## src/rtl/cluster_narrow_id_remap_pkg.sv

```systemverilog
// rtl/cluster_narrow_id_remap_pkg.sv - default widths and AXI channel structs for the narrow ID remapper
package cluster_narrow_id_remap_pkg;

    localparam int unsigned NarrowIdWidthOut = 6;
    localparam int unsigned AXI_IW           = 4;
    localparam int unsigned AddrWidth        = 32;
    localparam int unsigned DataWidth        = 64;
    localparam int unsigned UserWidth        = 1;

    typedef logic [NarrowIdWidthOut-1:0] slv_id_t;
    typedef logic [AXI_IW-1:0]           mst_id_t;
    typedef logic [AddrWidth-1:0]        addr_t;
    typedef logic [DataWidth-1:0]        data_t;
    typedef logic [DataWidth/8-1:0]      strb_t;
    typedef logic [UserWidth-1:0]        user_t;

    // Index width of a table with n slots; a single-slot table still needs one bit.
    function automatic int unsigned idx_width(input int unsigned n);
        return (n > 1) ? $clog2(n) : 1;
    endfunction

    typedef struct packed {
        slv_id_t     id;
        addr_t       addr;
        logic [7:0]  len;
        logic [2:0]  size;
        logic [1:0]  burst;
        logic        lock;
        logic [3:0]  cache;
        logic [2:0]  prot;
        logic [3:0]  qos;
        logic [3:0]  region;
        logic [5:0]  atop;
        user_t       user;
    } narrow_out_aw_chan_t;

    typedef struct packed {
        mst_id_t     id;
        addr_t       addr;
        logic [7:0]  len;
        logic [2:0]  size;
        logic [1:0]  burst;
        logic        lock;
        logic [3:0]  cache;
        logic [2:0]  prot;
        logic [3:0]  qos;
        logic [3:0]  region;
        logic [5:0]  atop;
        user_t       user;
    } narrow_in_aw_chan_t;

    typedef struct packed {
        data_t data;
        strb_t strb;
        logic  last;
        user_t user;
    } narrow_w_chan_t;

    typedef struct packed {
        slv_id_t    id;
        logic [1:0] resp;
        user_t      user;
    } narrow_out_b_chan_t;

    typedef struct packed {
        mst_id_t    id;
        logic [1:0] resp;
        user_t      user;
    } narrow_in_b_chan_t;

    typedef struct packed {
        slv_id_t     id;
        addr_t       addr;
        logic [7:0]  len;
        logic [2:0]  size;
        logic [1:0]  burst;
        logic        lock;
        logic [3:0]  cache;
        logic [2:0]  prot;
        logic [3:0]  qos;
        logic [3:0]  region;
        user_t       user;
    } narrow_out_ar_chan_t;

    typedef struct packed {
        mst_id_t     id;
        addr_t       addr;
        logic [7:0]  len;
        logic [2:0]  size;
        logic [1:0]  burst;
        logic        lock;
        logic [3:0]  cache;
        logic [2:0]  prot;
        logic [3:0]  qos;
        logic [3:0]  region;
        user_t       user;
    } narrow_in_ar_chan_t;

    typedef struct packed {
        slv_id_t    id;
        data_t      data;
        logic [1:0] resp;
        logic       last;
        user_t      user;
    } narrow_out_r_chan_t;

    typedef struct packed {
        mst_id_t    id;
        data_t      data;
        logic [1:0] resp;
        logic       last;
        user_t      user;
    } narrow_in_r_chan_t;

    typedef struct packed {
        narrow_out_aw_chan_t aw;
        logic                aw_valid;
        narrow_w_chan_t      w;
        logic                w_valid;
        logic                b_ready;
        narrow_out_ar_chan_t ar;
        logic                ar_valid;
        logic                r_ready;
    } narrow_out_req_t;

    typedef struct packed {
        logic               aw_ready;
        logic               ar_ready;
        logic               w_ready;
        logic               b_valid;
        narrow_out_b_chan_t b;
        logic               r_valid;
        narrow_out_r_chan_t r;
    } narrow_out_resp_t;

    typedef struct packed {
        narrow_in_aw_chan_t aw;
        logic               aw_valid;
        narrow_w_chan_t     w;
        logic               w_valid;
        logic               b_ready;
        narrow_in_ar_chan_t ar;
        logic               ar_valid;
        logic               r_ready;
    } narrow_in_req_t;

    typedef struct packed {
        logic              aw_ready;
        logic              ar_ready;
        logic              w_ready;
        logic              b_valid;
        narrow_in_b_chan_t b;
        logic              r_valid;
        narrow_in_r_chan_t r;
    } narrow_in_resp_t;

endpackage

```

## src/rtl/cluster_id_remap_table.sv

```systemverilog
// rtl/cluster_id_remap_table.sv - per-direction ID slot table: lookup, allocation, counting, readout
module cluster_id_remap_table
    import cluster_narrow_id_remap_pkg::*;
#(
    parameter int unsigned IdWidth      = 6,
    parameter int unsigned MaxUniqIds   = 4,
    parameter int unsigned MaxTxnsPerId = 4,
    parameter int unsigned IdxWidth     = idx_width(MaxUniqIds)
) (
    input  logic                clk_i,
    input  logic                rst_i,
    input  logic [IdWidth-1:0]  req_id,
    input  logic                push,
    output logic                stall,
    output logic [IdxWidth-1:0] slot,
    input  logic                pop,
    input  logic [IdxWidth-1:0] pop_idx,
    output logic [IdWidth-1:0]  pop_orig_id,
    output logic                busy
);

    localparam int unsigned CntWidth = $clog2(MaxTxnsPerId + 1);

    typedef struct packed {
        logic                valid;
        logic [IdWidth-1:0]  orig_id;
        logic [CntWidth-1:0] cnt;
    } id_table_entry_t;

    id_table_entry_t [MaxUniqIds-1:0] tbl;

    logic                  hit;
    logic [IdxWidth-1:0]   hit_idx;
    logic                  free_found;
    logic [IdxWidth-1:0]   free_idx;
    logic                  saturated;
    logic [MaxUniqIds-1:0] inc_vec;
    logic [MaxUniqIds-1:0] dec_vec;

    // Match lookup and lowest-free priority encoder over the registered table only.
    always_comb begin
        hit        = 1'b0;
        hit_idx    = '0;
        free_found = 1'b0;
        free_idx   = '0;
        busy       = 1'b0;
        for (int i = 0; i < MaxUniqIds; i++) begin
            if (tbl[i].valid && tbl[i].orig_id == req_id) begin
                hit     = 1'b1;
                hit_idx = IdxWidth'(i);
            end
            busy = busy | tbl[i].valid;
        end
        for (int i = MaxUniqIds - 1; i >= 0; i--) begin
            if (!tbl[i].valid) begin
                free_found = 1'b1;
                free_idx   = IdxWidth'(i);
            end
        end
        saturated   = hit && (tbl[hit_idx].cnt == CntWidth'(MaxTxnsPerId));
        stall       = hit ? saturated : !free_found;
        slot        = hit ? hit_idx : free_idx;
        pop_orig_id = tbl[pop_idx].orig_id;
    end

    // Per-slot increment/decrement strobes for this cycle's handshakes.
    always_comb begin
        inc_vec = '0;
        dec_vec = '0;
        for (int i = 0; i < MaxUniqIds; i++) begin
            inc_vec[i] = push && (slot == IdxWidth'(i));
            dec_vec[i] = pop && (pop_idx == IdxWidth'(i));
        end
    end

    // Counter update; a slot pushed and popped in the same cycle keeps its state.
    always_ff @(posedge clk_i or posedge rst_i) begin
        if (rst_i) begin
            tbl <= '0;
        end else begin
            for (int i = 0; i < MaxUniqIds; i++) begin
                if (inc_vec[i] && !dec_vec[i]) begin
                    if (tbl[i].valid) begin
                        tbl[i].cnt <= tbl[i].cnt + CntWidth'(1);
                    end else begin
                        tbl[i].valid   <= 1'b1;
                        tbl[i].orig_id <= req_id;
                        tbl[i].cnt     <= CntWidth'(1);
                    end
                end else if (dec_vec[i] && !inc_vec[i]) begin
                    tbl[i].cnt <= tbl[i].cnt - CntWidth'(1);
                    if (tbl[i].cnt == CntWidth'(1)) begin
                        tbl[i].valid <= 1'b0;
                    end
                end
            end
        end
    end

    // A response for a slot with nothing outstanding is a protocol error upstream.
    response_slot_valid: assert property (@(posedge clk_i) disable iff (rst_i) pop |-> tbl[pop_idx].valid);

endmodule

```

## src/rtl/cluster_narrow_id_remap.sv

```systemverilog
// rtl/cluster_narrow_id_remap.sv - compresses cluster narrow_out AXI IDs into a dense SoC-side ID space
module cluster_narrow_id_remap
    import cluster_narrow_id_remap_pkg::*;
#(
    parameter int unsigned SlvIdWidth   = NarrowIdWidthOut,
    parameter int unsigned MstIdWidth   = AXI_IW,
    parameter int unsigned MaxUniqIds   = 4,
    parameter int unsigned MaxTxnsPerId = 4,
    parameter type slv_req_t  = narrow_out_req_t,
    parameter type slv_resp_t = narrow_out_resp_t,
    parameter type mst_req_t  = narrow_in_req_t,
    parameter type mst_resp_t = narrow_in_resp_t
) (
    input  logic      clk_i,
    input  logic      rst_i,
    input  slv_req_t  slv_req_i,
    output slv_resp_t slv_resp_o,
    output mst_req_t  mst_req_o,
    input  mst_resp_t mst_resp_i,
    output logic      busy_o
);

    localparam int unsigned IdxWidth = idx_width(MaxUniqIds);

    logic                  rd_stall, wr_stall;
    logic [IdxWidth-1:0]   rd_slot, wr_slot;
    logic [SlvIdWidth-1:0] rd_orig_id, wr_orig_id;
    logic                  rd_busy, wr_busy;
    logic                  rd_push, wr_push, rd_pop, wr_pop;

    // Table bookkeeping strobes: request handshakes and final-beat response handshakes.
    always_comb begin
        rd_push = slv_req_i.ar_valid && mst_resp_i.ar_ready && !rd_stall;
        wr_push = slv_req_i.aw_valid && mst_resp_i.aw_ready && !wr_stall;
        rd_pop  = mst_resp_i.r_valid && slv_req_i.r_ready && mst_resp_i.r.last;
        wr_pop  = mst_resp_i.b_valid && slv_req_i.b_ready;
        busy_o  = rd_busy || wr_busy;
    end

    cluster_id_remap_table #(
        .IdWidth      (SlvIdWidth),
        .MaxUniqIds   (MaxUniqIds),
        .MaxTxnsPerId (MaxTxnsPerId),
        .IdxWidth     (IdxWidth)
    ) i_rd_table (
        .clk_i       (clk_i),
        .rst_i       (rst_i),
        .req_id      (slv_req_i.ar.id),
        .push        (rd_push),
        .stall       (rd_stall),
        .slot        (rd_slot),
        .pop         (rd_pop),
        .pop_idx     (mst_resp_i.r.id[IdxWidth-1:0]),
        .pop_orig_id (rd_orig_id),
        .busy        (rd_busy)
    );

    cluster_id_remap_table #(
        .IdWidth      (SlvIdWidth),
        .MaxUniqIds   (MaxUniqIds),
        .MaxTxnsPerId (MaxTxnsPerId),
        .IdxWidth     (IdxWidth)
    ) i_wr_table (
        .clk_i       (clk_i),
        .rst_i       (rst_i),
        .req_id      (slv_req_i.aw.id),
        .push        (wr_push),
        .stall       (wr_stall),
        .slot        (wr_slot),
        .pop         (wr_pop),
        .pop_idx     (mst_resp_i.b.id[IdxWidth-1:0]),
        .pop_orig_id (wr_orig_id),
        .busy        (wr_busy)
    );

    // Downstream request: IDs replaced by slot index, valids gated by stall, all else forwarded.
    always_comb begin
        mst_req_o             = '0;
        mst_req_o.aw.id       = MstIdWidth'(wr_slot);
        mst_req_o.aw.addr     = slv_req_i.aw.addr;
        mst_req_o.aw.len      = slv_req_i.aw.len;
        mst_req_o.aw.size     = slv_req_i.aw.size;
        mst_req_o.aw.burst    = slv_req_i.aw.burst;
        mst_req_o.aw.lock     = slv_req_i.aw.lock;
        mst_req_o.aw.cache    = slv_req_i.aw.cache;
        mst_req_o.aw.prot     = slv_req_i.aw.prot;
        mst_req_o.aw.qos      = slv_req_i.aw.qos;
        mst_req_o.aw.region   = slv_req_i.aw.region;
        mst_req_o.aw.atop     = slv_req_i.aw.atop;
        mst_req_o.aw.user     = slv_req_i.aw.user;
        mst_req_o.aw_valid    = slv_req_i.aw_valid && !wr_stall;
        mst_req_o.w           = slv_req_i.w;
        mst_req_o.w_valid     = slv_req_i.w_valid;
        mst_req_o.b_ready     = slv_req_i.b_ready;
        mst_req_o.ar.id       = MstIdWidth'(rd_slot);
        mst_req_o.ar.addr     = slv_req_i.ar.addr;
        mst_req_o.ar.len      = slv_req_i.ar.len;
        mst_req_o.ar.size     = slv_req_i.ar.size;
        mst_req_o.ar.burst    = slv_req_i.ar.burst;
        mst_req_o.ar.lock     = slv_req_i.ar.lock;
        mst_req_o.ar.cache    = slv_req_i.ar.cache;
        mst_req_o.ar.prot     = slv_req_i.ar.prot;
        mst_req_o.ar.qos      = slv_req_i.ar.qos;
        mst_req_o.ar.region   = slv_req_i.ar.region;
        mst_req_o.ar.user     = slv_req_i.ar.user;
        mst_req_o.ar_valid    = slv_req_i.ar_valid && !rd_stall;
        mst_req_o.r_ready     = slv_req_i.r_ready;
    end

    // Upstream response: original IDs restored from the table, readies gated by stall.
    always_comb begin
        slv_resp_o          = '0;
        slv_resp_o.aw_ready = mst_resp_i.aw_ready && !wr_stall;
        slv_resp_o.ar_ready = mst_resp_i.ar_ready && !rd_stall;
        slv_resp_o.w_ready  = mst_resp_i.w_ready;
        slv_resp_o.b_valid  = mst_resp_i.b_valid;
        slv_resp_o.b.id     = wr_orig_id;
        slv_resp_o.b.resp   = mst_resp_i.b.resp;
        slv_resp_o.b.user   = mst_resp_i.b.user;
        slv_resp_o.r_valid  = mst_resp_i.r_valid;
        slv_resp_o.r.id     = rd_orig_id;
        slv_resp_o.r.data   = mst_resp_i.r.data;
        slv_resp_o.r.resp   = mst_resp_i.r.resp;
        slv_resp_o.r.last   = mst_resp_i.r.last;
        slv_resp_o.r.user   = mst_resp_i.r.user;
    end

endmodule

```

## config.mk

```make
export PLATFORM = sky130hd
export DESIGN_NAME = cluster_narrow_id_remap
export DESIGN_NICKNAME = d
export VERILOG_FILES = /design/src/rtl/cluster_narrow_id_remap_pkg.sv /design/src/rtl/cluster_id_remap_table.sv /design/src/rtl/cluster_narrow_id_remap.sv
export SDC_FILE = /design/constraint.sdc
export NUM_CORES = 1
export LEC_CHECK = 0
export ABC_AREA = 1
export CELL_PAD_IN_SITES_DETAIL_PLACEMENT = 0
export CELL_PAD_IN_SITES_GLOBAL_PLACEMENT = 1
export CORE_AREA = 2 2 237 239
export CTS_CLUSTER_DIAMETER = 60
export DETAILED_ROUTE_END_ITERATION = 8
export DIE_AREA = 0 0 239 241
export PLACE_DENSITY = 0.63
export SLEW_MARGIN = 0
export SYNTH_ARGS = -nofsm -noshare
export SYNTH_HDL_FRONTEND = slang
export SYNTH_SLANG_ARGS = --single-unit
```

## constraint.sdc

```tcl
create_clock -name clk_i -period 3.4 [get_ports clk_i]
set_input_delay 1.02 -clock clk_i [delete_from_list [all_inputs] [get_ports clk_i]]
set_output_delay 1.02 -clock clk_i [all_outputs]
set_load 0.01 [all_outputs]
```

Word-level counts from Yosys, hierarchy flattened:

Cells that the tools add are included.

* logic and storage cells: 288
* bits in registers: 80
* output and inout bits: 306
* bits of input ports: 307

* reductions and logical operators: 110
* equality and inequality tests: 30
* mux-type cells: 90
* add/subtract/negate cells: 16
* magnitude comparators: 4
* bitwise logic cells: 14

Operators by type and width (number)
* $bmux W10 S2: 4
* $mux W3: 26
* $logic_and A1 B1 Y1: 53
* $eq A6 B6 Y1: 8
* $mux W1: 44
* $reduce_and A2 Y1: 16
* $reduce_bool A2 Y1: 16
* $mux W2: 14
* $add A3 B1 Y3 const B: 8
* $eq A3 B1 Y1 const B: 8
* $sub A3 B1 Y3 const B: 8
* $logic_not A1 Y1: 20
* $mux W9: 2
* $eq A2 B2 Y1 const B: 8
* $lt A2 B3 Y1 const B: 4
* $eq A2 B1 Y1 const B: 4
* $logic_not A2 Y1: 4
* $not A1 Y1: 8
* $eq A3 B3 Y1 const B: 2
* $or A1 B1 Y1: 6
* $logic_or A1 B1 Y1: 1

Depth between registers and ports, before layout:

Gate-level depths: netlist of run 1.

* depth in word-level cells: 17
* depth in mapped cells: 21
* depth with buffers taken out: 21

Hierarchy:

From an unflattened synthesis of run 1, not the netlist that was laid out.

* cell total of the unflattened synthesis: 1023
* area total of the unflattened synthesis: 7500.9 um2

Modules (own cells, without submodules)
* cluster_id_remap_table at i_rd_table: cells an instance 360, seq. area each 1001.0 um2, area an instance 2656.3 um2, instances 1
* cluster_id_remap_table at i_wr_table: cells an instance 359, seq. area each 1001.0 um2, area an instance 2631.3 um2, instances 1
* cluster_narrow_id_remap: cells an instance 304, seq. area each 0.0 um2, area an instance 2213.4 um2, instances 1

Worst setup path before layout of run 1:

Ideal clock, no wire load.

* path kind: input to output
* start point: input slv_req_i[217] (netlist bit)
* end point: output mst_req_o[144] (netlist bit)
* data required time: 2.380 ns
* path buffers: 1
* arrival time: 2.206 ns
* stages: 13
* path slack: 0.174 ns
* cell sequence: clkbuf_2 inv_2 nand2_1 nand2_1 nor2_1 nand2_1 nor2_4 nand2_1 nand2_1 nand2_1 nand2_1 nand3_1 a21boi_0

RTL lines
* from (decl): line cluster_narrow_id_remap.sv:16 `input slv_req_t slv_req_i,`
* to (decl): line cluster_narrow_id_remap.sv:18 `output mst_req_t mst_req_o,`

==> results of run 1 <==
worst max-delay path, stage by stage:
cell and delay, ns:
clkdlybuf4s50_1 0.51, nor2_1 0.06, buf_4 0.16, a22oi_1 0.16, nand3_1 0.10, dlygate4sd2_1 0.31
cell type report:
type,count,area share (%)
Clock buffer,10,2.78
Clock inverter,6,1.31
Inverter,111,5.41
Multi-Input combinational cell,557,39.4
Sequential cell,80,24.3
Tap cell,704,10.7
Timing Repair Buffer,150,16.1
report_power, final:
group | total, uW | leakage, uW | internal [uW] | switching (uW)
clock | 1150 | 0.000162 | 715 | 431
sequential | 1760 | 0.000990 | 1370 | 394
combinational | 2560 | 0.00253 | 1060 | 1500
synthesized netlist by cell type, types with 4 or more instances:
master,count
a211oi_1,4
a21oi_1,32
a22oi_1,13
buf_4,285
clkbuf_1,10
dfrtp_1,80
ha_1,37
inv_1,106
inv_2,5
nand2_1,220
nand3_1,38
nor2_1,66
nor3_1,9
o211ai_1,11
o21ai_0,77
o221ai_1,9
what timing repair did:
item                                   4_1_cts  5_1_grt
setup buffers                                7        2
resized for setup                          189       85
setup endpoints to repair                   38       16
endpoints found under the hold margin        0        0
pin swaps                                   50       56
kinds of logic after synthesis:
group	after synthesis
xor gates and xnor gates	4
AOI/OAI and AO/OA	161
buffers and inverters	407
DFF	80
adders and majority gates	37
and+or+nand+nor	351
other	1
routing by layer:
layer / routed length, um / vias up
li1: - / 2772
met1: 8880 / 2712
met2: 12000 / 383
met3: 3610 / 120
met4: 1390 / 8
met5: 230 / -
state kept, by name, summed over array words and instances, names as in the netlist:
name and flops:
i_wr_table.tbl 40, i_rd_table.tbl 40
path summary, 6_finish.rpt:
| kind | start | to | slack [ns] | cells past startpoint |
|---|---|---|---|---|
| worst max-delay path | mst_resp_i[77] | slv_resp_o[79] | 0.06 | 6 |
| worst min-delay path | i_wr_table.tbl[32]$_DFFE_PP0P_ | i_wr_table.tbl[32]$_DFFE_PP0P_ | 0.51 | 2 |
| worst max register to register | i_rd_table.tbl[29]$_DFFE_PP0P_ | i_rd_table.tbl[34]$_DFFE_PP0P_ | 0.76 | 18 |
| worst min register to register | i_wr_table.tbl[32]$_DFFE_PP0P_ | i_wr_table.tbl[32]$_DFFE_PP0P_ | 0.51 | 2 |
| max in group asynchronous | rst_i | i_rd_table.tbl[29]$_DFFE_PP0P_ | 1.72 | 3 |
| min in group asynchronous | rst_i | i_rd_table.tbl[37]$_DFFE_PP0P_ | 1.04 | 2 |
through the flow:
| stage | total power [uW] | instances | area [um2] | setup slack, ns | util (%) |
|---|---|---|---|---|---|
| after floorplan | 3470 | 1044 | 7500 | 0.174 | - |
| after global placement | 4130 | 1594 | 7460 | -1.12 | 13.6 |
| after detailed placement | 4160 | 1594 | 7460 | -1.06 | 13.6 |
| after CTS | 5470 | 1617 | 8050 | -0.108 | 14.7 |
| after global routing | 5960 | 1618 | 8230 | -0.0495 | 15.0 |
| final | 5460 | 1618 | 8230 | 0.0643 | 15.0 |
==> results.ini, run 1 <==
[status]
status = finished clean

[yosys]
synthAdderAreaFrac_pct = 6.18
ys_ff_latch = 80
synth-xor-area-share_pct = 0.468
synthDistinctLibCells = 36
yosys.area.top_type = buf_4
synth_compound_area_share_pct = 12.6
synthTopCellsByArea = buf_4 (29%), dfrtp_1 (27%), nand2_1 (11%)
synth_top_family_by_area = buffers and inverters
synth_mux_area_share_pct = 0
async_flop_share_pct = 100
synth_top_area_share_pct = 28.6
syn-cell-area_um2 = 7490
synthCells = 1041
ys_seq_area_share_pct = 26.7
synth_area_per_cell_um2 = 7.20
synth_simple_gate_area_share_pct = 19.3
synth-edff-count = 0
ys.flop_type = dfrtp_1
ys.warnings.count = 0

[grt]
grt_pass1_vias = 5808
grt_busiest_layer = met2
grt_antenna_before_repair = 1
grtUsageTotal_pct = 8.76
groute.layer.met2.usage_pct = 13.7
overflow = 0
grt_use_met1_pct = 8.67
grt_max_degree = 41
use_met3_pct = 5.51
grt_pass1_wl_mm = 36.8

[place]
port_buffers = 52
hpwl_mm = 21.0
gp_congestion = 0.821

[clocking]
clk_pin_slew_worst_paths_ns = 0.07
clock_path_buffers = 2
cts_buffers = 9
cts-root-buf = clkbuf_16
cts_tree = yes
clock-sinks = 80
clk_latency_ns = 0.37
hold_buffers = 0
cts_max_level = 3

[pwr]
irDropWorstVdd_mv = 0.330
powerDensity_nw_per_um2 = 664
p_leak_uw = 0.00368

[routing]
ant_nets = 0
wl_per_cell_um = 16.1
drc = 0
vias = 5995
via_per_inst = 3.71
drt_iter0_drc = 314
dr.pass1.iters = 5
finalWirelength_mm = 26.1

[critical_path]
crit_arrival_ns = 2.32
crit_type = primary input to output pin
critPathRequiredTime_ns = 2.38
critPathCaptureType = output pin
start_kind = primary input
crit_fanout = 7

[cells_and_area]
area_growth_pct = 9.80
fill_cells = 6299
antennaDiodeCount = 0
multi_input_area_um2 = 3240
drive_above_1_share_pct = 26.7
final_common_cell = nand2_1
nNetsFinal = 1253
final_cell_mix = nand2_1 (185), inv_1 (93), buf_4 (88)
seqCellArea_um2 = 2000

[die]
start_util_pct = 13.7
core_um2 = 54900
fp-row-count = 86
ios = 613
die_w_um = 239
die_y_um = 241
design.die.area_um2 = 57600

[job]
maxCapViolations = 0

[sta]
rsz0062_at_grt = true
period_minus_slack_ns = 3.34
whs_ns = 0.507
final_max_slew_viol_count = 0
setup_viol = 0
fin_tns_setup_ns = 0
fmax_mhz = 300
period_share_pct = 98.1
hold_viol_final = 0
skew_ns = 0.0113

[worst_hold_path]
holdCritPathClass = register to register

No activity file was read; power rests on OpenSTA's default activity.
==> inputs of run 2 (changes only) <==
--- a/config.mk
+++ b/config.mk
@@ -8,11 +8,11 @@
 export ABC_AREA = 1
 export CELL_PAD_IN_SITES_DETAIL_PLACEMENT = 0
 export CELL_PAD_IN_SITES_GLOBAL_PLACEMENT = 1
-export CORE_AREA = 2 2 237 239
+export CORE_AREA = 2 2 241 243
 export CTS_CLUSTER_DIAMETER = 60
 export DETAILED_ROUTE_END_ITERATION = 8
-export DIE_AREA = 0 0 239 241
-export PLACE_DENSITY = 0.63
+export DIE_AREA = 0 0 243 245
+export PLACE_DENSITY = 0.64
 export SLEW_MARGIN = 0
 export SYNTH_ARGS = -nofsm -noshare
 export SYNTH_HDL_FRONTEND = slang
==> constraint.sdc (replaced) <==
create_clock -name clk_i -period 3 [get_ports clk_i]
set_input_delay 0.9 -clock clk_i [delete_from_list [all_inputs] [get_ports clk_i]]
set_output_delay 0.9 -clock clk_i [all_outputs]
set_load 0.01 [all_outputs]
==> run 2 against run 1 <==
  * The flow now finishes with violations (negative setup slack)
  * Sequential power rose by 11%
  * Non-clock buffer count rose by 26
  * Register-to-register slack got worse by 0.37 ns
  * Die area rose by 3.4%
  * Total power rose by 17%
  * Core utilization fell by 0.054 points
  * Clock-buffer cell count did not move
  * Combinational power rose by 23%
  * Critical path type unchanged
  * Critical endpoint is now slv_resp_o[86]
  * Largest cell class unchanged
  * Largest power group unchanged
==> results.ini, run 2 (synthesized netlist as in run 1, its figures left out) <==
[critical_path]
crit_arrival_ns = 2.27
crit_type = primary input to output pin
critPathRequiredTime_ns = 2.10
crit_fanout = 4
critPathCaptureType = output pin
start_kind = primary input

[clocking]
cts_max_level = 3
cts-root-buf = clkbuf_16
cts_tree = yes
cts_buffers = 9
clk_latency_ns = 0.37
hold_buffers = 0
clk_pin_slew_worst_paths_ns = 0.07
clock-sinks = 80
clock_path_buffers = 2

[die]
start_util_pct = 13.1
ios = 613
fp-row-count = 88
design.die.area_um2 = 59500
core_um2 = 57000
die_w_um = 243
die_y_um = 245

[routing]
wl_per_cell_um = 13.8
vias = 5949
drt_iter0_drc = 259
finalWirelength_mm = 23.5
dr.pass1.iters = 4
ant_nets = 0
drc = 0
via_per_inst = 3.49

[sta]
rsz0062_at_grt = true
period_share_pct = 106
final_max_slew_viol_count = 0
setup_slack_ns = -0.166
skew_ns = 0.0133
whs_ns = 0.509
fmax_mhz = 316
setup_viol = 5
period_minus_slack_ns = 3.17
hold_viol_final = 0

[grt]
use_met3_pct = 4.24
groute.layer.met2.usage_pct = 11.9
grt_use_met1_pct = 7.91
grt_max_degree = 41
overflow = 0
grt_busiest_layer = met2
grtUsageTotal_pct = 7.68
grt_antenna_before_repair = 0
grt_pass1_wl_mm = 34.6
grt_pass1_vias = 6008

[cells_and_area]
area_growth_pct = 13.7
nNetsFinal = 1279
antennaDiodeCount = 0
final_common_cell = nand2_1
final_cell_mix = nand2_1 (183), buf_4 (108), inv_1 (89)
drive_above_1_share_pct = 29.8
largestRegisters = i_rd_table.tbl x40, i_wr_table.tbl x40
fin_util_pct = 14.9

[status]
status = finished with violations
failed_checks = negative setup slack

[job]
maxCapViolations = 0

[worst_hold_path]
holdCritPathClass = register to register

[pwr]
p_leak_uw = 0.00381
irDropWorstVdd_mv = 0.332
power_uw = 6370
powerDensity_nw_per_um2 = 747

[place]
port_buffers = 52
hpwl_mm = 18.3
gp_congestion = 0.806

[run 2: changes by cell type in the layout (fill, tap and decap cells not counted), moves of 3 or more]
cell	previous run	this run
buf_4	88	108
buf_2	3	10
inv_2	7	13
o21ai_0	67	72
clkbuf_2	7	3
inv_1	93	89
a21oi_1	25	28
nor2_2	5	8
o21ai_1	7	4
o221ai_1	6	3
[run 2: final cells by class]
cell class | instances | area, um2
clock buffers | 10 | 229
multi-input cells | 557 | 3260
inverters | 111 | 440
well taps | 765 | 957
flip-flops and latches | 80 | 2000
clock inverters | 6 | 92.6
repair buffers | 176 | 1540
fillers | 6611 | 48500
[run 2: what timing repair did]
action | CTS | global route
gates resized for setup | 229 | 52
endpoints found under the setup margin | 101 | 24
pin swaps | 43 | 36
buffers inserted | 16 | 4
[run 2: worst max-delay path, cell delays in order]
cell and delay [ns]:
buf_4 0.13, buf_6 0.12, nand2_1 0.10, o21ai_2 0.09, nor2_2 0.12, nand3_2 0.12, nand2_2 0.11, inv_2 0.05
nand2_1 0.08, nand3_2 0.08, nand2_2 0.09, inv_2 0.06, nor2_1 0.08, buf_2 0.14
[run 2: per-layer routing]
metal  part of all wire, %  up-vias
met5                  0.26        -
li1                      -     2832
met1                    37     2651
met3                    12      124
met4                   5.7        2
met2                    45      340
[run 2: metrics by stage]
step	setup slack, ns	instance area, um2	TNS (ns)	std cells
detailed placement	-1.13	7690	-63.37	1670
finish	-0.166	8520	-0.485	1705
global placement	-1.14	7690	-64.60	1670
global route	-0.250	8520	-0.958	1705
CTS	-0.213	8360	-0.674	1701
floorplan	0.0136	7500	0	1044
[run 2: path summary, 6_finish.rpt]
check / end / cells past startpoint / start / slack [ns]
min in group asynchronous: i_rd_table.tbl[24]$_DFFE_PP0P_ / 3 / rst_i / 0.99
min reg2reg: i_wr_table.tbl[32]$_DFFE_PP0P_ / 2 / i_wr_table.tbl[32]$_DFFE_PP0P_ / 0.51
max reg2reg: i_wr_table.tbl[9]$_DFFE_PP0P_ / 18 / i_wr_table.tbl[27]$_DFFE_PP0P_ / 0.39
max: slv_resp_o[86] / 14 / slv_req_i[67] / -0.17
max in group asynchronous: i_wr_table.tbl[21]$_DFFE_PP0P_ / 3 / rst_i / 1.77
min: i_wr_table.tbl[32]$_DFFE_PP0P_ / 2 / i_wr_table.tbl[32]$_DFFE_PP0P_ / 0.51
[run 2: where the power goes]
part	internal, uW	switching, uW
Combinational	1400	1760
Sequential	1550	402
Clock	735	525
Total	3680	2690
